$ cat src/rtl/fetch_stage.sv
// Instruction-fetch stage with blocking I-cache handshake and fetch/decode pipeline register.
// Handles decode stalls, execute redirects, and redirects that land on an outstanding miss.
module fetch_stage #(
    parameter int unsigned           DATA_WIDTH = 32,
    parameter logic [DATA_WIDTH-1:0] RESET_PC   = '0
) (
    input  logic                  clk,
    input  logic                  rst,
    input  logic                  stall_d,
    input  logic                  redirect_e,
    input  logic [DATA_WIDTH-1:0] redirect_pc_e,
    output logic                  imem_req,
    output logic [DATA_WIDTH-1:0] imem_addr,
    input  logic                  imem_ready,
    input  logic [DATA_WIDTH-1:0] imem_rdata,
    output logic [DATA_WIDTH-1:0] instr_d,
    output logic [DATA_WIDTH-1:0] PC_d,
    output logic [DATA_WIDTH-1:0] PCPlus4_d,
    output logic                  valid_d
);

    typedef enum logic [1:0] {
        FETCH = 2'd0,
        WAIT  = 2'd1,
        DRAIN = 2'd2
    } state_t;

    state_t                state, state_n;
    logic [DATA_WIDTH-1:0] pc_f, pc_f_n;
    logic [DATA_WIDTH-1:0] req_addr, req_addr_n;
    logic [DATA_WIDTH-1:0] instr_n, pc_d_n, pcp4_n;
    logic                  valid_n;
    logic [DATA_WIDTH-1:0] pc_f_plus4, req_plus4;

    assign pc_f_plus4 = pc_f + DATA_WIDTH'(4);
    assign req_plus4  = req_addr + DATA_WIDTH'(4);

    // State and pipeline register
    always_ff @(posedge clk) begin
        if (rst) begin
            state     <= FETCH;
            pc_f      <= RESET_PC;
            req_addr  <= RESET_PC;
            instr_d   <= '0;
            PC_d      <= '0;
            PCPlus4_d <= '0;
            valid_d   <= 1'b0;
        end else begin
            state     <= state_n;
            pc_f      <= pc_f_n;
            req_addr  <= req_addr_n;
            instr_d   <= instr_n;
            PC_d      <= pc_d_n;
            PCPlus4_d <= pcp4_n;
            valid_d   <= valid_n;
        end
    end

    // Next-state, next-datapath and cache request
    always_comb begin
        state_n    = state;
        pc_f_n     = pc_f;
        req_addr_n = req_addr;
        instr_n    = instr_d;
        pc_d_n     = PC_d;
        pcp4_n     = PCPlus4_d;
        valid_n    = valid_d;
        imem_req   = 1'b1;
        imem_addr  = (state == FETCH) ? pc_f : req_addr;

        unique case (state)
            FETCH: begin
                if (redirect_e) begin
                    pc_f_n  = redirect_pc_e;
                    valid_n = 1'b0;
                    if (!imem_ready) begin
                        req_addr_n = pc_f;
                        state_n    = DRAIN;
                    end
                end else if (imem_ready) begin
                    if (!stall_d) begin
                        instr_n = imem_rdata;
                        pc_d_n  = pc_f;
                        pcp4_n  = pc_f_plus4;
                        valid_n = 1'b1;
                        pc_f_n  = pc_f_plus4;
                    end
                end else begin
                    req_addr_n = pc_f;
                    state_n    = WAIT;
                    if (!stall_d) begin
                        valid_n = 1'b0;
                    end
                end
            end
            WAIT: begin
                if (redirect_e) begin
                    pc_f_n  = redirect_pc_e;
                    valid_n = 1'b0;
                    state_n = imem_ready ? FETCH : DRAIN;
                end else if (imem_ready) begin
                    state_n = FETCH;
                    if (!stall_d) begin
                        instr_n = imem_rdata;
                        pc_d_n  = req_addr;
                        pcp4_n  = req_plus4;
                        valid_n = 1'b1;
                        pc_f_n  = req_plus4;
                    end else begin
                        pc_f_n  = req_addr;
                    end
                end else if (!stall_d) begin
                    valid_n = 1'b0;
                end
            end
            DRAIN: begin
                // Miss cannot be aborted: wait for it, discard data, latest redirect wins.
                valid_n = 1'b0;
                if (redirect_e) begin
                    pc_f_n = redirect_pc_e;
                end
                if (imem_ready) begin
                    state_n = FETCH;
                end
            end
            default: begin
                state_n = FETCH;
            end
        endcase
    end

endmodule
$ cat config.mk
export PLATFORM = sky130hd
export DESIGN_NAME = fetch_stage
export DESIGN_NICKNAME = d
export VERILOG_FILES = /design/src/rtl/fetch_stage.sv
export SDC_FILE = /design/constraint.sdc
export NUM_CORES = 1
export LEC_CHECK = 0
export CORE_MARGIN = 8
export CORE_UTILIZATION = 40
export DETAILED_ROUTE_END_ITERATION = 16
export GPL_ROUTABILITY_DRIVEN = 0
export HOLD_SLACK_MARGIN = 0.1
export PLACE_DENSITY = 0.65
export SYNTH_ARGS = -nofsm -noshare
export SYNTH_HDL_FRONTEND = slang
export SYNTH_SLANG_ARGS = --single-unit
$ cat constraint.sdc
create_clock -name clk -period 3.7 [get_ports clk]
set_clock_uncertainty 0.2 [all_clocks]
set_input_delay 0.74 -clock clk [delete_from_list [all_inputs] [get_ports clk]]
set_output_delay 0.74 -clock clk [all_outputs]
set_load 0.03 [all_outputs]
* After elaboration in Yosys (flattened, before gate mapping)
Index checks and enable logic that the tools add are counted.
** Storage, ports and cells
- Flip-flop bits (word level) :: 163
- Latch bits :: 0
- RAM bits :: 0
- Bits in read-only memories :: 0
- Input bits :: 69
- Output and inout port bits :: 130
- Logic and storage cells :: 69
- Memories kept :: 0
** Cells by class
- Add/subtract/negate cells :: 2
- Multiply operators :: 0
- Divide/modulo/power cells :: 0
- Magnitude comparators :: 0
- Equality and inequality tests :: 14
- Shift operators :: 0
- Muxes and demuxes :: 33
- Bitwise gates (word level) :: 3
- Reductions and logical operators :: 10
** Operators with widths (number)
- $mux 32 :: 18
- $pmux 32 s2 :: 2
- $pmux 32 s3 :: 1
- $add 32x3->32 const B :: 2
- $ne 2x2->1 const B :: 8
- $mux 2 :: 6
- $ne 3x3->1 const B :: 3
- $reduce_and 7->1 :: 1
- $pmux 2 s3 :: 1
- $reduce_and 5->1 :: 1
- $mux 1 :: 4
- $reduce_and 2->1 :: 2
- $reduce_and 4->1 :: 1
- $reduce_bool 2->1 :: 2
- $ne 3x2->1 const B :: 1
- $not 1->1 :: 3
- $reduce_bool 3->1 :: 1
- $eq 2x1->1 const B :: 1
- $eq 2x2->1 const B :: 1
- $logic_not 2->1 :: 1
- $pmux 1 s2 :: 1
- $reduce_or 2->1 :: 1

* Logic depth before layout (Yosys ltp)
Gate-level depths: netlist (run 1).
- Depth in word-level cells :: 5
- Depth in mapped cells :: 9
- Depth with buffers taken out :: 8

* Worst setup path before layout (run 1)
OpenSTA, ideal clock, no wires.
- Path kind :: input-to-reg
- From :: in stall_d
- To :: reg pc_f[30]
- Library setup time :: 122 ps
- Data arrival time :: 2540 ps
- Data required time :: 3378 ps
- Setup slack :: 838 ps
- Stages :: 7
- Buffers on the path :: 1
- Path through :: clkbuf_1 > nand2b_1 > or4_1 > o31a_1 > o21ai_0 > a21oi_1 > a221o_1
** On the way
- Word-level cells in the longest chain between the ends :: 4
- Elaborated cells between the ends (all ways) :: 6
- Those cells by class :: 1 x eq/ne; 4 x mux; 1 x reduce/logical
** Ends and longest elaborated chain
- start: declaration :: RTL line 9 : input logic stall_d,
- $mux 32 :: RTL line 103 : if (!stall_d) begin
- $mux 32 :: RTL line 101 : end else if (imem_ready) begin
- $mux 32 :: RTL line 97 : if (redirect_e) begin
- $pmux 32 s3 :: RTL line 71 : unique case (state)
- end signal: assignment :: RTL line 50 : pc_f <= pc_f_n;
- end: declaration :: RTL line 29 : logic [DATA_WIDTH-1:0] pc_f, pc_f_n;
Several ways; a longest one is shown, not always the timed one. The select of a mux whose other input is x is not followed.
A chain may end at the register's enable or synchronous reset.

* Final worst setup path (run 1)
- From :: reg state[0]
- To :: out imem_addr[31]
** On the way
- Word-level cells in the longest chain between the ends :: 2
** Ends and longest elaborated chain
- start: declaration :: RTL line 28 : state_t state, state_n;
- start signal: assignment :: RTL line 49 : state <= state_n;
- $logic_not 2->1 :: RTL line 69 : imem_addr = (state == FETCH) ? pc_f : req_addr;
- $mux 32 :: RTL line 69
- end: declaration :: RTL line 13 : output logic [DATA_WIDTH-1:0] imem_addr,
Every way passes these cells.

==> results of run 1 <==
==> flip-flops by register name, indices dropped and copies added (netlist names) <==
signal     count
PCPlus4_d     30
pc_f          32
PC_d          32
state          2
req_addr      32
valid_d        1
instr_d       32
==> cells in the mapped netlist (8+ instances only) <==
master / instances / area share, %
a221oi_1: 12 / 1.1
o21ai_0: 56 / 3.0
nand3_1: 30 / 1.6
nor3_1: 21 / 1.1
xnor2_1: 36 / 3.3
a31oi_1: 8 / 0.53
buf_1: 13 / 0.52
o31ai_1: 9 / 0.71
xor2_1: 26 / 2.4
clkbuf_1: 105 / 4.2
or4_1: 9 / 0.71
nor2_1: 84 / 3.3
inv_1: 10 / 0.40
nor4_1: 18 / 1.2
a211oi_1: 39 / 3.1
o211ai_1: 15 / 1.2
nand4_1: 18 / 1.2
a22o_1: 9 / 0.83
nand2b_1: 10 / 0.66
mux2_2: 33 / 3.9
or3_1: 15 / 0.99
buf_2: 16 / 0.85
a21oi_1: 97 / 5.1
nand2_1: 221 / 8.8
mux2i_1: 44 / 4.7
dfxtp_1: 161 / 34
o221ai_1: 9 / 0.83
and3_1: 8 / 0.53
==> power breakdown <==
group          internal (mW)  switching, mW  leakage, nW
registers               1.84          0.154         1.31
clock network          0.931          0.809        0.270
logic                  0.536          0.728         2.57
==> tightest hold or removal path: cells and delay by family, from the launching register on <==
| family | cells | cell delay, ns |
|---|---|---|
| simple gates | 1 | 0.05 |
| compound gates | 1 | 0.05 |
| flops | 1 | 0.31 |
==> logic make-up (layout without fill, tap and decap cells) <==
| kind of cell | count (synthesis) | in the layout |
|---|---|---|
| AOI/OAI and AO/OA | 313 | 313 |
| xor gates and xnor gates | 62 | 62 |
| adders and majority gates | 7 | 7 |
| buffers and inverters | 149 | 298 |
| DFF | 161 | 161 |
| muxes | 77 | 77 |
| other | 1 | 2 |
| and+or+nand+nor | 462 | 462 |
==> layout by cell type (no fill, tap or decap), drive strengths merged, types with 8 or more instances in the layout <==
cell           Yosys  layout
nand2b            10      10
inv               10      14
xnor2             36      36
nand2            221     221
nand3             30      30
or4               11      11
nor4              19      19
nor2              84      84
nor3              21      21
a21oi             97      97
clkdlybuf4s50      0     196
a211oi            39      39
or3               15      15
a31oi              8       8
a221oi            12      12
and3               8       8
mux2i             44      44
o221ai             9       9
mux2              33      33
nand4             19      19
buf               33      59
clkbuf           105      17
clkinv             1       8
o211ai            15      15
xor2              26      26
o21ai             57      57
a22o               9       9
dfxtp            161     161
o31ai              9       9
==> worst min path at each step <==
stage | slack [ns] | startpoint | endpoint | cells past startpoint
2_1_floorplan | 0.25 | pc_f[0] | req_addr[0] | 2
3_3_place_gp | 0.24 | instr_d[0] | instr_d[0] | 2
3_5_place_dp | 0.24 | PCPlus4_d[5] | PCPlus4_d[5] | 2
4_1_cts | 0.25 | PCPlus4_d[5] | PCPlus4_d[5] | 2
5_1_grt | 0.27 | PCPlus4_d[11] | PCPlus4_d[11] | 2
6_report | 0.25 | PCPlus4_d[5] | PCPlus4_d[5] | 2
==> what timing repair did <==
| action | CTS | global route |
|---|---|---|
| resized for setup | 0 | 1 |
| hold buffers | 0 | 0 |
| endpoints found under the setup margin | 0 | 1 |
==> layout make-up <==
type | count | area [um^2] | share of cell area [%]
Antenna cell | 1 | 2.50 | 0.0203
Inverter | 11 | 41.3 | 0.335
Tap cell | 319 | 399 | 3.23
Clock buffer | 17 | 425 | 3.45
Clock inverter | 15 | 134 | 1.08
Sequential cell | 161 | 3220 | 26.1
Timing Repair Buffer | 255 | 2450 | 19.9
Multi-Input combinational cell | 922 | 5660 | 45.9
==> metal layers <==
metal | GRT usage, % | routed length, um
met1 | 30.3 | 14500
met2 | 38.2 | 16400
met3 | 5.49 | 3030
met4 | 9.43 | 1020
met5 | 0 | 0
==> metrics by stage <==
stage	std cells	util [%]	worst slack (ns)	total power, mW	instance area, um^2
floorplan	1232	-	0.838	2.76	9450
global placement	1668	50.4	0.365	3.27	11800
detailed placement	1668	50.4	0.319	3.27	11800
CTS	1700	52.8	0.0625	5.00	12300
global route	1700	52.9	0.157	5.18	12300
finish	1701	52.9	0.211	5.00	12300
==> run summary, run 1 <==
Largest family of logic cells by synthesized area = simple AND/OR/NAND/NOR gates
Post-CTS Setup Bufs = 0
Chip Width = 170 um
Type of the most critical hold path = flop to flop
Die H = 170 um
DRC = 0
Gr ovfl total = 0
Max FO, Critical Path = 16
Core area = 23300 um^2
Setup CP Type = flop to primary output
Simple-Gate Fraction of Synth Area = 22.6%
DRT Pass-1 Iters = 7
Synthesized instance count = 1232
Mapped Nets = 1308
RSZ-0062 raised after global routing = no
Buf/Inv on CP = 3
CTS buffer count = 17
Leak pwr = 4.15 nW
Crit path to = imem_addr[31]
Max VDD drop = 0.000317 V
H-Tree Depth = 4
Unique cell type count in the Yosys netlist = 68
Synth async-reset ratio = 0%
Hold Vio Cnt, Final = 0
Mean post-synth cell area = 7.67 um^2
Buffers on Ports = 197
Drt wl/cell = 20.6 um
CTS Buffer Depth = 2
Detail Route Antenna Nets = 0
Post-synth EDFFs = 0
Xor/xnor share of the synthesized area = 5.75%
R2R Path End = pc_f[18]
R2r startpoint = state[1]
Initial antenna violation count = 0
Num rows = 56
#FFs+latches synth = 161
Area grow syn2layout = 30.6%
Multiplexer share of the synthesized area = 8.59%
Largest net degree at the start of global routing = 90
Final Critical Period = 3.49 ns
Worst Setup End Kind = primary output
# setup viols final = 0
Layout net count = 1444
Status = finished clean
Slew margin rel. = 31.6%
First-pass GRT wire length = 53.7 mm
IO Count = 199
PwrDens = 405 nW/um^2
Clock sinks = 161
Path depth of the worst reg2reg path = 8
Fill count = 2238
Fin Hold WS = 0.249 ns
Initial drt markers = 995
Via count = 9810
Top delay family on crit path = buffers and inverters
Slowest CP cell = clkdlybuf4s50_1
CTS tree = done
Synth Area in Compound Gates = 21.6%
Worst-Skew Late Latency = 0.45 ns
Post-DP HPWL = 24.9 mm
Max_cap viols = 0
Tcrit/Tclk final = 94.3%
Overall routing resource usage = 23.7%
R2R setup slack = 0.63 ns
Routed WL = 35.0 mm
Die area = 28800 um^2
Post-synth top flop = dfxtp_1
Post-DR vias/cell = 5.77
Critical Path Max Stage Delay = 0.65 ns
Worst endpoint required time = 2.76 ns
TNS Setup = 0 ns
Yosys Warn Count = 0
CP Launch Type = flop
Share of layout cells above drive strength 1 = 10.1%
CP arrival = 2.55 ns
Fmax = 287 MHz
Sequential area share after synthesis = 34.1%
Mapped Area = 9450 um^2
Least-Margin Pin Slew = 1.02 ns
Starting Density = 40.5%
CP Cell Sequence = inv_1 > ha_4 > buf_12 > mux2_2 > clkdlybuf4s50_1
Clock-pin slew on the worst setup and hold paths = 0.07 ns
Worst setup path startpoint = state[0]
Number of global-route vias before repair = 9263
Adder-Cell Fraction of Synth Area = 0.927%
Crit path depth = 5
Max Slew Vio Count = 0
Cell at the root of the clock tree = clkbuf_16
Power figures use the tool's default switching activity.
==> run 2: changes to the inputs <==
- TNS_END_PERCENT: default -> 50
==> results of run 2 <==
Same layout as run 1: the final DEF is identical, and so are final timing and power.
